==> config.mk <==
export PLATFORM = sky130hd
export DESIGN_NAME = emu_stream_transactor
export DESIGN_NICKNAME = d
export VERILOG_FILES = /design/src/rtl/emu_pkg.sv /design/src/rtl/emu_step_ctrl.sv /design/src/rtl/emu_stream_transactor.sv
export SDC_FILE = /design/constraint.sdc
export NUM_CORES = 1
export LEC_CHECK = 0
export ABC_CLOCK_PERIOD_IN_PS = 2050
export BUFFER_PORTS_ARGS = -buffer_cell sky130_fd_sc_hd__buf_2
export CAP_MARGIN = 15
export CELL_PAD_IN_SITES_DETAIL_PLACEMENT = 0
export CELL_PAD_IN_SITES_GLOBAL_PLACEMENT = 1
export CORE_ASPECT_RATIO = 0.6
export CORE_MARGIN = 10
export CORE_UTILIZATION = 40
export DETAILED_ROUTE_END_ITERATION = 8
export GPL_ROUTABILITY_DRIVEN = 0
export PLACE_DENSITY = 0.76
export SLEW_MARGIN = 25
export SYNTH_ARGS = -nofsm -noshare
export SYNTH_HDL_FRONTEND = slang
export SYNTH_SLANG_ARGS = --single-unit
export TNS_END_PERCENT = 20
==> constraint.sdc <==
create_clock -name clk_emu -period 2.05 [get_ports clk_emu]
set_input_delay 0.205 -clock clk_emu [delete_from_list [all_inputs] [get_ports clk_emu]]
set_output_delay 0.205 -clock clk_emu [all_outputs]
set_load 0.05 [all_outputs]
==> src/rtl/emu_pkg.sv <==
// ---------------------------------------------------------------------------
// emu_pkg
// Shared definitions for the co-emulation stream transactor:
//   - state_e      : step-controller FSM states (IDLE, RUN, CAPTURE)
//   - CNT_W        : width of the enabled-cycle counter (holds 1..256)
//   - STAT_*       : bit positions inside the host-visible status byte
//   - cnt_from_din : converts the 8-bit host step count into a cycle count
// ---------------------------------------------------------------------------
package emu_pkg;

  localparam int CNT_W = 9;

  typedef enum logic [1:0] {
    ST_IDLE    = 2'd0,
    ST_RUN     = 2'd1,
    ST_CAPTURE = 2'd2
  } state_e;

  localparam int STAT_BUSY    = 0;
  localparam int STAT_DONE    = 1;
  localparam int STAT_TIMEOUT = 2;
  localparam int STAT_CMD_ERR = 3;

  // A host count of zero stands for the full 256-cycle run, which is why the
  // counter needs a ninth bit.
  function automatic logic [CNT_W-1:0] cnt_from_din(input logic [7:0] din);
    logic [CNT_W-1:0] cnt;
    if (din == 8'd0) begin
      cnt = 9'd256;
    end else begin
      cnt = {1'b0, din};
    end
    return cnt;
  endfunction

endpackage

==> src/rtl/emu_step_ctrl.sv <==
// ---------------------------------------------------------------------------
// emu_step_ctrl
// Run controller of the transactor: accepts a step command, enables the DUT
// for a counted number of cycles (or until dut_done in until-done mode),
// then spends one CAPTURE cycle while the top copies the DUT outputs.
//
// Ports:
//   clk, rst_n        clock and asynchronous active-low reset
//   step_cmd          step command that won command arbitration this cycle
//   step_cnt          host step count (0 means 256)
//   step_until_done   until-done mode, sampled with an accepted step_cmd
//   dut_done          DUT completion flag, only looked at while running
//   dut_ce            registered DUT clock enable (high exactly in RUN)
//   busy              registered "not IDLE"
//   capture           high during the CAPTURE cycle
//   done_seen         sticky: run ended on dut_done
//   timeout           sticky: until-done run exhausted its count
//   cmd_err           sticky: step_cmd arrived while busy
// ---------------------------------------------------------------------------
module emu_step_ctrl
  import emu_pkg::*;
(
  input  logic       clk,
  input  logic       rst_n,
  input  logic       step_cmd,
  input  logic [7:0] step_cnt,
  input  logic       step_until_done,
  input  logic       dut_done,
  output logic       dut_ce,
  output logic       busy,
  output logic       capture,
  output logic       done_seen,
  output logic       timeout,
  output logic       cmd_err
);

  state_e           state_r, state_s;
  logic [CNT_W-1:0] cnt_r, cnt_s;
  logic             until_r, until_s;
  logic             done_seen_r, done_seen_s;
  logic             timeout_r, timeout_s;
  logic             cmd_err_r, cmd_err_s;
  logic             dut_ce_r;
  logic             busy_r;

  // State, counter, mode and sticky flags; dut_ce and busy are registered
  // from the next state so they line up with the state they describe.
  always_ff @(posedge clk or negedge rst_n) begin
    if (!rst_n) begin
      state_r     <= ST_IDLE;
      cnt_r       <= {CNT_W{1'b0}};
      until_r     <= 1'b0;
      done_seen_r <= 1'b0;
      timeout_r   <= 1'b0;
      cmd_err_r   <= 1'b0;
      dut_ce_r    <= 1'b0;
      busy_r      <= 1'b0;
    end else begin
      state_r     <= state_s;
      cnt_r       <= cnt_s;
      until_r     <= until_s;
      done_seen_r <= done_seen_s;
      timeout_r   <= timeout_s;
      cmd_err_r   <= cmd_err_s;
      dut_ce_r    <= (state_s == ST_RUN);
      busy_r      <= (state_s != ST_IDLE);
    end
  end

  // Next-state, counter and flag update.
  always_comb begin
    state_s     = state_r;
    cnt_s       = cnt_r;
    until_s     = until_r;
    done_seen_s = done_seen_r;
    timeout_s   = timeout_r;
    cmd_err_s   = cmd_err_r;

    case (state_r)
      ST_IDLE: begin
        if (step_cmd) begin
          state_s     = ST_RUN;
          cnt_s       = cnt_from_din(step_cnt);
          until_s     = step_until_done;
          done_seen_s = 1'b0;
          timeout_s   = 1'b0;
          cmd_err_s   = 1'b0;
        end else begin
          state_s = ST_IDLE;
        end
      end

      ST_RUN: begin
        if (step_cmd) begin
          cmd_err_s = 1'b1;
        end else begin
          cmd_err_s = cmd_err_r;
        end
        // dut_done wins over the last count, so a simultaneous finish
        // reports done_seen and never timeout.
        if (until_r && dut_done) begin
          state_s     = ST_CAPTURE;
          done_seen_s = 1'b1;
          cnt_s       = {CNT_W{1'b0}};
        end else if (cnt_r <= 9'd1) begin
          // "<= 1" rather than "== 1" keeps the counter from ever wrapping.
          state_s   = ST_CAPTURE;
          timeout_s = timeout_r | until_r;
          cnt_s     = {CNT_W{1'b0}};
        end else begin
          cnt_s = cnt_r - 9'd1;
        end
      end

      ST_CAPTURE: begin
        state_s = ST_IDLE;
        if (step_cmd) begin
          cmd_err_s = 1'b1;
        end else begin
          cmd_err_s = cmd_err_r;
        end
      end

      default: begin
        state_s = ST_IDLE;
        cnt_s   = {CNT_W{1'b0}};
      end
    endcase
  end

  assign dut_ce    = dut_ce_r;
  assign busy      = busy_r;
  assign capture   = (state_r == ST_CAPTURE);
  assign done_seen = done_seen_r;
  assign timeout   = timeout_r;
  assign cmd_err   = cmd_err_r;

endmodule

==> src/rtl/emu_stream_transactor.sv <==
// ---------------------------------------------------------------------------
// emu_stream_transactor
// Co-emulation transactor: double-buffers STIM_BYTES stimulus bytes and
// OUT_BYTES capture bytes behind an 8-bit host port and steps the DUT
// through a clock enable. ADDR_W must satisfy
// 2**ADDR_W >= max(STIM_BYTES, OUT_BYTES+1).
//
// Ports:
//   clk_emu, rst_n_emu  clock and asynchronous active-low reset
//   Din_emu             host write data / step count
//   Dout_emu            registered host read data (1-cycle latency)
//   Addr_emu            host byte address; OUT_BYTES reads the status byte
//   we_emu              write Din_emu into stim_buf[Addr_emu]
//   load_emu            stim_buf -> stim_vec (atomic)
//   get_emu             out_vec -> out_buf
//   step_emu            start a run of Din_emu cycles (0 = 256)
//   until_done_emu      with step_emu: stop early on dut_done
//   stim_vec            stimulus bytes driven to the DUT
//   out_vec             DUT outputs to capture
//   dut_done            DUT completion flag
//   dut_ce              DUT clock enable
//   busy_emu            run controller not idle
// Command priority within one cycle: load > get > step > we.
// ---------------------------------------------------------------------------
module emu_stream_transactor
  import emu_pkg::*;
#(
  parameter int STIM_BYTES = 2,
  parameter int OUT_BYTES  = 3,
  parameter int ADDR_W     = 3
) (
  input  logic                    clk_emu,
  input  logic                    rst_n_emu,
  input  logic [7:0]              Din_emu,
  output logic [7:0]              Dout_emu,
  input  logic [ADDR_W-1:0]       Addr_emu,
  input  logic                    we_emu,
  input  logic                    load_emu,
  input  logic                    get_emu,
  input  logic                    step_emu,
  input  logic                    until_done_emu,
  output logic [8*STIM_BYTES-1:0] stim_vec,
  input  logic [8*OUT_BYTES-1:0]  out_vec,
  input  logic                    dut_done,
  output logic                    dut_ce,
  output logic                    busy_emu
);

  // One extra bit so that a byte count equal to 2**ADDR_W still compares.
  localparam logic [ADDR_W:0] STIM_LIM = (ADDR_W+1)'(STIM_BYTES);
  localparam logic [ADDR_W:0] OUT_LIM  = (ADDR_W+1)'(OUT_BYTES);

  logic [8*STIM_BYTES-1:0] stim_buf_r;
  logic [8*STIM_BYTES-1:0] stim_vec_r;
  logic [8*OUT_BYTES-1:0]  out_buf_r;
  logic [7:0]              dout_r;
  logic [7:0]              rd_s;
  logic [7:0]              status_s;
  logic [ADDR_W:0]         addr_ext_s;

  logic load_s, get_s, step_s, we_s;
  logic busy_s, capture_s, done_seen_s, timeout_s, cmd_err_s;

  // Fixed-priority arbitration: only the highest asserted command acts.
  always_comb begin
    load_s = load_emu;
    get_s  = get_emu  & ~load_emu;
    step_s = step_emu & ~load_emu & ~get_emu;
    we_s   = we_emu   & ~load_emu & ~get_emu & ~step_emu;
  end

  assign addr_ext_s = {1'b0, Addr_emu};

  emu_step_ctrl u_step_ctrl (
    .clk             (clk_emu),
    .rst_n           (rst_n_emu),
    .step_cmd        (step_s),
    .step_cnt        (Din_emu),
    .step_until_done (until_done_emu),
    .dut_done        (dut_done),
    .dut_ce          (dut_ce),
    .busy            (busy_s),
    .capture         (capture_s),
    .done_seen       (done_seen_s),
    .timeout         (timeout_s),
    .cmd_err         (cmd_err_s)
  );

  // Host writes into the stimulus staging buffer; out-of-range bytes drop.
  always_ff @(posedge clk_emu or negedge rst_n_emu) begin
    if (!rst_n_emu) begin
      stim_buf_r <= {(8*STIM_BYTES){1'b0}};
    end else if (we_s && (addr_ext_s < STIM_LIM)) begin
      stim_buf_r[{Addr_emu, 3'b000} +: 8] <= Din_emu;
    end else begin
      stim_buf_r <= stim_buf_r;
    end
  end

  // Atomic transfer of the whole staging buffer to the DUT stimulus.
  always_ff @(posedge clk_emu or negedge rst_n_emu) begin
    if (!rst_n_emu) begin
      stim_vec_r <= {(8*STIM_BYTES){1'b0}};
    end else if (load_s) begin
      stim_vec_r <= stim_buf_r;
    end else begin
      stim_vec_r <= stim_vec_r;
    end
  end

  // Capture buffer: filled by an explicit get or by the end-of-run capture.
  always_ff @(posedge clk_emu or negedge rst_n_emu) begin
    if (!rst_n_emu) begin
      out_buf_r <= {(8*OUT_BYTES){1'b0}};
    end else if (get_s || capture_s) begin
      out_buf_r <= out_vec;
    end else begin
      out_buf_r <= out_buf_r;
    end
  end

  // Status byte assembly.
  always_comb begin
    status_s               = 8'h00;
    status_s[STAT_BUSY]    = busy_s;
    status_s[STAT_DONE]    = done_seen_s;
    status_s[STAT_TIMEOUT] = timeout_s;
    status_s[STAT_CMD_ERR] = cmd_err_s;
  end

  // Host read mux: capture bytes, then the status byte, zero above.
  always_comb begin
    rd_s = 8'h00;
    if (addr_ext_s < OUT_LIM) begin
      rd_s = out_buf_r[{Addr_emu, 3'b000} +: 8];
    end else if (addr_ext_s == OUT_LIM) begin
      rd_s = status_s;
    end else begin
      rd_s = 8'h00;
    end
  end

  // Registered read data.
  always_ff @(posedge clk_emu or negedge rst_n_emu) begin
    if (!rst_n_emu) begin
      dout_r <= 8'h00;
    end else begin
      dout_r <= rd_s;
    end
  end

  assign Dout_emu = dout_r;
  assign stim_vec = stim_vec_r;
  assign busy_emu = busy_s;

endmodule

==> run metrics, run 1 <==
Synth Register Bits 81; largest net degree at the start of global routing 42; xor/xnor cell area share of the yosys netlist 0; Sink Count 81; largest family of logic cells by synthesized area multiplexers; drc violations 0; Root Driver clkbuf_16; Critical Path RT 2.27 ns; Highest Signal Layer met4; Reg2Reg Launch Point u_step_ctrl.cnt_r[8]$_DFFE_PN0P_; post-layout util 0.508; maxcap violations 0; area occupied by multi-input gates 0.00161 mm²; maximum VDD drop 418 µV; Max Root-Sink Buffers 2; # setup viols final 0; Post-DRT Antenna Nets 0; layout cells sized above 1 0.396; worst-path fanout max 7; Synth Cell Area roughly 0.0038 mm²; Max Transition Viols Final 0; relative slew slack 0.636; site row count 27; Leakage 2.28 nW; IO buf count 68; Fill cells 885; Post-synth EDFFs 0; Synth cell types 47; Layout Nets 446; Via density 5.01; area grow syn2layout 23.8%; Worst Hold End out_buf_r[12]$_DFFE_PN0P_; Total Routed Length roughly 8800 µm; HPWL after DPL 6570 µm; average wire per cell in the routed design 16.7 µm; Min Hold Slack slightly below 0.1 ns; GRT Resource Usage Total 0.131; clk_skew 0.00348 ns; Initial Utilization 0.410; first-pass GRT wire length between 10000 and 15000 µm; vias in the first global route between 2000 and 3000; # IOs between 60 and 70; Storage cell area about 0.0020 mm²; H-Tree Level Count 3; RSZ-0062 raised after global routing yes; Simple-Gate Fraction of Synth Area 0.122; Final min period 2.00 ns; Vias 2649; router iterations before antenna repair 4; HP Start out_vec[12]; Peak Freq between 0.4 and 0.5 GHz; multiplexer share of the synthesized area 0.178; Tcrit/Tclk final 0.977; met2 WL 3890 µm; Gate Count Post-Synth 315; hold depth 2; Worst Path Arrival 2.22 ns; register area share after synthesis 0.538; Hold WC Path Type in -> reg; antenna violations before repair 0; Pwr Density approximately 980 mW/mm²; Metal-1 WL around 4400 µm; met3 routed WL 408 µm; worst-margin pin slew 0.545 ns; YS warnings 0; Post-Syn Nets 367; post-synthesis adder-cell area fraction 0.0299; status finished clean; DR iter-0 viols between 150 and 200; reg-to-reg setup timing slack approximately 0.047 ns; worst-skew pair later-pin latency approximately 0.33 ns; complex-gate fraction of the synthesized area 0.0933; element type at the critical path end register; clock buffer count from CTS 9; CTS tree done; Main synth FF type dfrtp_1; Die X 145 µm; Avg Cell Area, Syn 12.0 µm²; GRT overflow 0; Worst Setup Start Kind register; crit path kind reg -> reg; Final Hold Viols 0; ANT cells 0; Post-synth ARST share 1.00; r2r worst-path depth 5; RR Endpoint u_step_ctrl.cnt_r[1]$_DFFE_PN0P_; Setup Total Neg Slack 0 ns; core outline area 0.00919 mm²; clk slew on worst S/H paths approximately 0.060 ns; Die Ht around 95 µm; full die area 0.0138 mm²
[through the flow]
step	power (mW)	cells	instance area (µm²)	setup WS [ns]
3_3_place_gp	2.96	511	4340	0.102
3_5_place_dp	2.98	511	4340	0.0518
5_1_grt	4.82	529	4670	-0.0282
4_1_cts	4.61	528	4650	0.0472
6_report	4.59	529	4670	0.0466
2_1_floorplan	2.66	315	3770	0.0449
[flip-flops by register name (all words and copies together), names as in the netlist, 2 cells and up]
name	count
out_buf_r	24
stim_buf_r	16
stim_vec	16
u_step_ctrl.cnt_r	9
Dout_emu	8
u_step_ctrl.state_r	2
[cell families (layout without fill, tap and decap cells)]
kind of cell	count (synthesis)	count (layout)
simple gates	82	82
flops	81	81
mux	61	61
compound gates	47	47
buf+inv	35	119
fa+ha+maj	9	9
[what timing repair did]
item / 4_1_cts / 5_1_grt
setup buffers: 0 / 1
hold endpoints to repair: 40 / 0
hold buffers: 1 / 0
gates resized for setup: 0 / 2
setup endpoints to repair: 0 / 2
[synth_stat cells (2+ instances only)]
cell type	instances	share of area
ha_1	9	0.030
a31oi_1	2	0.0033
or4_1	3	0.0060
clkbuf_1	9	0.0090
dfrtp_1	81	0.54
mux2i_1	12	0.032
nand3_1	7	0.0093
a211oi_1	4	0.0080
nor2b_1	4	0.0066
a21oi_1	10	0.013
o211ai_1	2	0.0040
o31ai_1	2	0.0040
nor3_1	7	0.0093
inv_1	19	0.019
and3_1	9	0.015
nand2b_1	2	0.0033
buf_2	5	0.0066
o21ai_0	5	0.0066
nand2_1	17	0.017
mux2_2	49	0.15
a221o_1	5	0.013
a311oi_1	4	0.0093
nor4_1	3	0.0050
nor2_1	18	0.018
a22oi_1	3	0.0060
or3_1	3	0.0050
[worst max-delay path: stages (launching register included)]
cell and delay, ns:
dfrtp_1 0.42, or4_4 0.57, o31ai_4 0.42, buf_4 0.19, nor3_1 0.04, a221o_1 0.25
[layout by cell type (no fill, tap or decap), types with 3 or more instances in the layout]
cell	n
a211oi_1	4
a21oi_1	9
a221o_1	5
a22oi_1	3
a311oi_1	4
and3_1	9
buf_2	67
buf_4	14
clkbuf_16	9
dfrtp_1	81
ha_1	9
inv_1	19
mux2_2	49
mux2i_1	12
nand2_1	17
nand3_1	7
nor2_1	17
nor2b_1	4
nor3_1	7
nor4_1	3
o21ai_0	4
or3_1	3
[per-layer routing]
metal	track usage	vias to the layer above
li1	-	1295
met1	0.175	1296
met2	0.196	50
met3	0.0525	8
met4	0.0352	0
met5	0	-
[worst max path at each step]
stage / startpoint / cells past startpoint / to
floorplan: Addr_emu[0] / 11 / stim_buf_r[0]$_DFFE_PN0P_
global placement: u_step_ctrl.cnt_r[8]$_DFFE_PN0P_ / 4 / u_step_ctrl.cnt_r[8]$_DFFE_PN0P_
detailed placement: u_step_ctrl.cnt_r[8]$_DFFE_PN0P_ / 4 / u_step_ctrl.cnt_r[8]$_DFFE_PN0P_
CTS: u_step_ctrl.cnt_r[8]$_DFFE_PN0P_ / 4 / u_step_ctrl.cnt_r[8]$_DFFE_PN0P_
global route: u_step_ctrl.cnt_r[8]$_DFFE_PN0P_ / 5 / u_step_ctrl.cnt_r[1]$_DFFE_PN0P_
finish: u_step_ctrl.cnt_r[8]$_DFFE_PN0P_ / 5 / u_step_ctrl.cnt_r[1]$_DFFE_PN0P_
[cell type report]
class / count / area share
clock inverters: 6 / 0.0139
well taps: 130 / 0.0349
inverters: 19 / 0.0153
clock buffers: 10 / 0.0512
multi-input cells: 199 / 0.345
flip-flops and latches: 81 / 0.434
repair buffers: 84 / 0.105
[report_power, final]
part | switching (mW) | internal, mW
sequential | 0.160 | 1.82
clock | 0.634 | 0.977
combinational | 0.572 | 0.428
total | 1.37 | 3.22
Power figures use the tool's default switching activity.
==> inputs of run 2 (changes only) <==
--- a/config.mk
+++ b/config.mk
@@ -5,6 +5,7 @@
 export SDC_FILE = /design/constraint.sdc
 export NUM_CORES = 1
 export LEC_CHECK = 0
+export ABC_AREA = 1
 export ABC_CLOCK_PERIOD_IN_PS = 2050
 export BUFFER_PORTS_ARGS = -buffer_cell sky130_fd_sc_hd__buf_2
 export CAP_MARGIN = 15
@@ -12,10 +13,10 @@
 export CELL_PAD_IN_SITES_GLOBAL_PLACEMENT = 1
 export CORE_ASPECT_RATIO = 0.6
 export CORE_MARGIN = 10
-export CORE_UTILIZATION = 40
+export CORE_UTILIZATION = 37
 export DETAILED_ROUTE_END_ITERATION = 8
 export GPL_ROUTABILITY_DRIVEN = 0
-export PLACE_DENSITY = 0.76
+export PLACE_DENSITY = 0.75
 export SLEW_MARGIN = 25
 export SYNTH_ARGS = -nofsm -noshare
 export SYNTH_HDL_FRONTEND = slang
==> run 2 against run 1 <==
Against the previous run:
- worst hold slack got worse by 0.023 ns
- highest routed layer unchanged
- global-route usage increased by 0.10 points
- combinational power decreased by 17%
- register-to-register slack improved by 0.42 ns
- first-iteration DRC count decreased by 16%
- critical endpoint is now out_buf_r[19]$_DFFE_PN0P_
- clock skew increased by 0.0028 ns
- largest cell class unchanged
- sequential power decreased by 6%
- via count increased by 17%
- worst setup slack improved by 0.42 ns
- synthesized cell count increased by 46%
==> run metrics, run 2 <==
status finished clean; Reg2Reg Launch Point u_step_ctrl.state_r[0]$_DFF_PN0_; Final WS setup 0.468 ns (+0.421 ns); Final Hold Viols 0 (unchanged); Synth cell types 32 (-32%); Total Routed Length 9490 µm (+7.7%); clock buffer count from CTS 9 (unchanged); ANT cells 0 (unchanged); Synth Cell Area 0.00385 mm² (+2.2%); Gate Count Post-Synth 460 (+46%); count leader, synth nand2_1; largest cells by area after synthesis dfrtp_1, nand2_1, inv_1, ha_1, o21ai_0; post-placement setup slack 0.171 ns (+0.119 ns); Main synth FF type dfrtp_1; DR iter-0 viols 148 (-16%); Synth area leader dfrtp_1; post-layout util 0.469 (-0.0392); Synth Register Bits 81 (unchanged); clk slew on worst S/H paths 0.06 ns (about the same); worst-margin pin slew 0.526 ns (-0.0198 ns); Initial Utilization 0.385 (-0.0245); site row count 28 (+3.7%); Die X 152 µm (+4.4%); commonest non-fill, non-tap cells in the layout nand2_1, dfrtp_1, buf_2; HPWL after DPL 7150 µm (+8.9%); Root Driver clkbuf_16; CP most frequent cell inv_1; worst-skew pair later-pin latency 0.33 ns (about the same); core outline area 0.00998 mm² (+8.7%); average wire per cell in the routed design 14.0 µm (-16%); Hold WC Path Type in -> reg; clk_skew 0.00626 ns (+0.00279 ns); maximum VDD drop 384 µV (-8.2%); top cell type's share of synthesized area 0.527 (-0.0114); Pwr Density 904 mW/mm² (-8.0%); Crit path largest cell delay 0.42 ns (-0.15 ns); layout cells sized above 1 0.226 (-0.170); H-Tree Level Count 3 (unchanged); IO buf count 68 (unchanged); router iterations before antenna repair 4 (unchanged); Post-DRT Antenna Nets 0 (unchanged); Biggest register out_buf_r; area grow syn2layout 21.6%; Worst Setup Start Kind register; reg-to-reg setup timing slack 0.47 ns (+0.42 ns); Post-CTS Setup Bufs 0 (unchanged); GRT overflow 0 (unchanged); Avg Cell Area, Syn 8.37 µm² (-30%); Vias 3102 (+17%); Max Transition Viols Final 0 (unchanged); Final min period 1.58 ns (-0.421 ns); Die Ht 99 µm (+4.0%); YS warnings 0 (unchanged); Leakage 2.50 nW (+9.5%); Critical Path Source u_step_ctrl.state_r[0]$_DFF_PN0_; GRT Resource Usage Total 0.132 (+0.00101); CP Capture Point out_buf_r[19]$_DFFE_PN0P_; Critical Path RT 2.27 ns (about the same); # IOs 69 (unchanged); antenna violations before repair 0 (unchanged); RR Endpoint out_buf_r[19]$_DFFE_PN0P_; Max Root-Sink Buffers 2 (unchanged); most common cell after layout, fill and taps aside nand2_1; CP max-delay cell dfrtp_1; worst-path fanout max 40 (+33); crit path kind reg -> reg; drc violations 0 (unchanged); Post-synth EDFFs 0 (unchanged); relative slew slack 0.650 (+0.0132); Tot Pwr 4.23 mW (-7.8%); max reg flops 24 (unchanged); element type at the critical path end register; RSZ-0062 raised after global routing no; Peak Freq 0.632 GHz (+27%); register area share after synthesis 0.527 (-0.0114); Worst Path Arrival 1.80 ns (-0.42 ns); Setup Total Neg Slack 0 ns (unchanged); CTS tree done; first-pass GRT wire length 16100 µm (+11%); crit-path cells inv_1, ha_1, inv_1, nand2_1, buf_12, mux2_2; Tcrit/Tclk final 0.772 (-0.205); largest net degree at the start of global routing 41 (-2.4%); vias in the first global route 3167 (+15%); r2r worst-path depth 6 (+1); Sink Count 81 (unchanged); Via density 4.59 (-8.4%); full die area 0.0150 mm² (+8.6%); maxcap violations 0 (unchanged); Post-Syn Nets 512 (+40%); Post-synth ARST share 1.00 (unchanged); Layout Nets 588 (+32%); Post-synth top cells nand2_1, dfrtp_1, inv_1; # setup viols final 0 (unchanged); PostCTS Resize Cnt 0 (unchanged)
[run 2: cell count changes after synthesis, moves of 11 or more]
cell / delta
nand2_1: +162
mux2_2: -41
inv_1: +25
o21ai_0: +17
mux2i_1: -12
nand3_1: +11
[run 2: area by class of cell]
class,instances,area (µm²)
repair buffers,81,468
clock buffers,10,239
clock inverters,6,48.8
inverters,50,190
well taps,135,169
fillers,1026,5310
flip-flops and latches,81,2030
multi-input cells,313,1540
[run 2: through the flow]
step	cells	hold slack, ns	instance area, µm²
after CTS	676	0.0680	4680
after global routing	676	0.0874	4680
after detailed placement	659	0.226	4380
after floorplan	460	-0.0906	3850
final	676	0.0750	4680
after global placement	659	0.227	4380
[run 2: critical path: cells and delay by family, from the launching register on]
family	cells	cell delay [ns]
mux	1	0.36
flops	1	0.42
buf+inv	3	0.36
simple gates	1	0.10
fa+ha+maj	1	0.22
[run 2: cells by family (layout without fill, tap and decap cells)]
logic type	Yosys count	in the layout	share of synthesized area
AOI/OAI and AO/OA	62	62	0.0946
xor gates and xnor gates	2	2	0.00455
adders and majority gates	9	9	0.0293
buffers and inverters	66	147	0.0741
DFF	81	81	0.527
muxes	8	8	0.0234
and+or+nand+nor	232	232	0.247
[run 2: worst min path at each step]
stage	startpoint	end	slack, ns	cells past startpoint
2_1_floorplan	rst_n_emu	Dout_emu[0]$_DFF_PN0_	-0.09	0
5_1_grt	out_vec[4]	out_buf_r[4]$_DFFE_PN0P_	0.09	3
6_report	out_vec[5]	out_buf_r[5]$_DFFE_PN0P_	0.07	3
3_3_place_gp	rst_n_emu	out_buf_r[8]$_DFFE_PN0P_	0.23	1
4_1_cts	out_vec[5]	out_buf_r[5]$_DFFE_PN0P_	0.07	3
3_5_place_dp	rst_n_emu	out_buf_r[10]$_DFFE_PN0P_	0.23	1
[run 2: routing by layer]
metal | wire [µm] | part of all wire | track usage | up-vias
li1 | - | - | - | 1606
met1 | 4820 | 0.51 | 0.187 | 1438
met2 | 4040 | 0.43 | 0.193 | 50
met3 | 566 | 0.060 | 0.0397 | 8
met4 | 65 | 0.0068 | 0.0307 | 0
met5 | 0 | 0 | 0 | -
[run 2: report_power, final]
part           internal, mW  total, mW  switching, mW
sequential             1.77       1.87          0.102
combinational         0.289      0.830          0.541
clock                 0.868       1.53          0.662
[run 2: repair_timing]
| action | in CTS | in global routing |
|---|---|---|
| setup endpoints to repair | 0 | 0 |
| hold buffers | 1 | 0 |
| endpoints found under the hold margin | 37 | 0 |
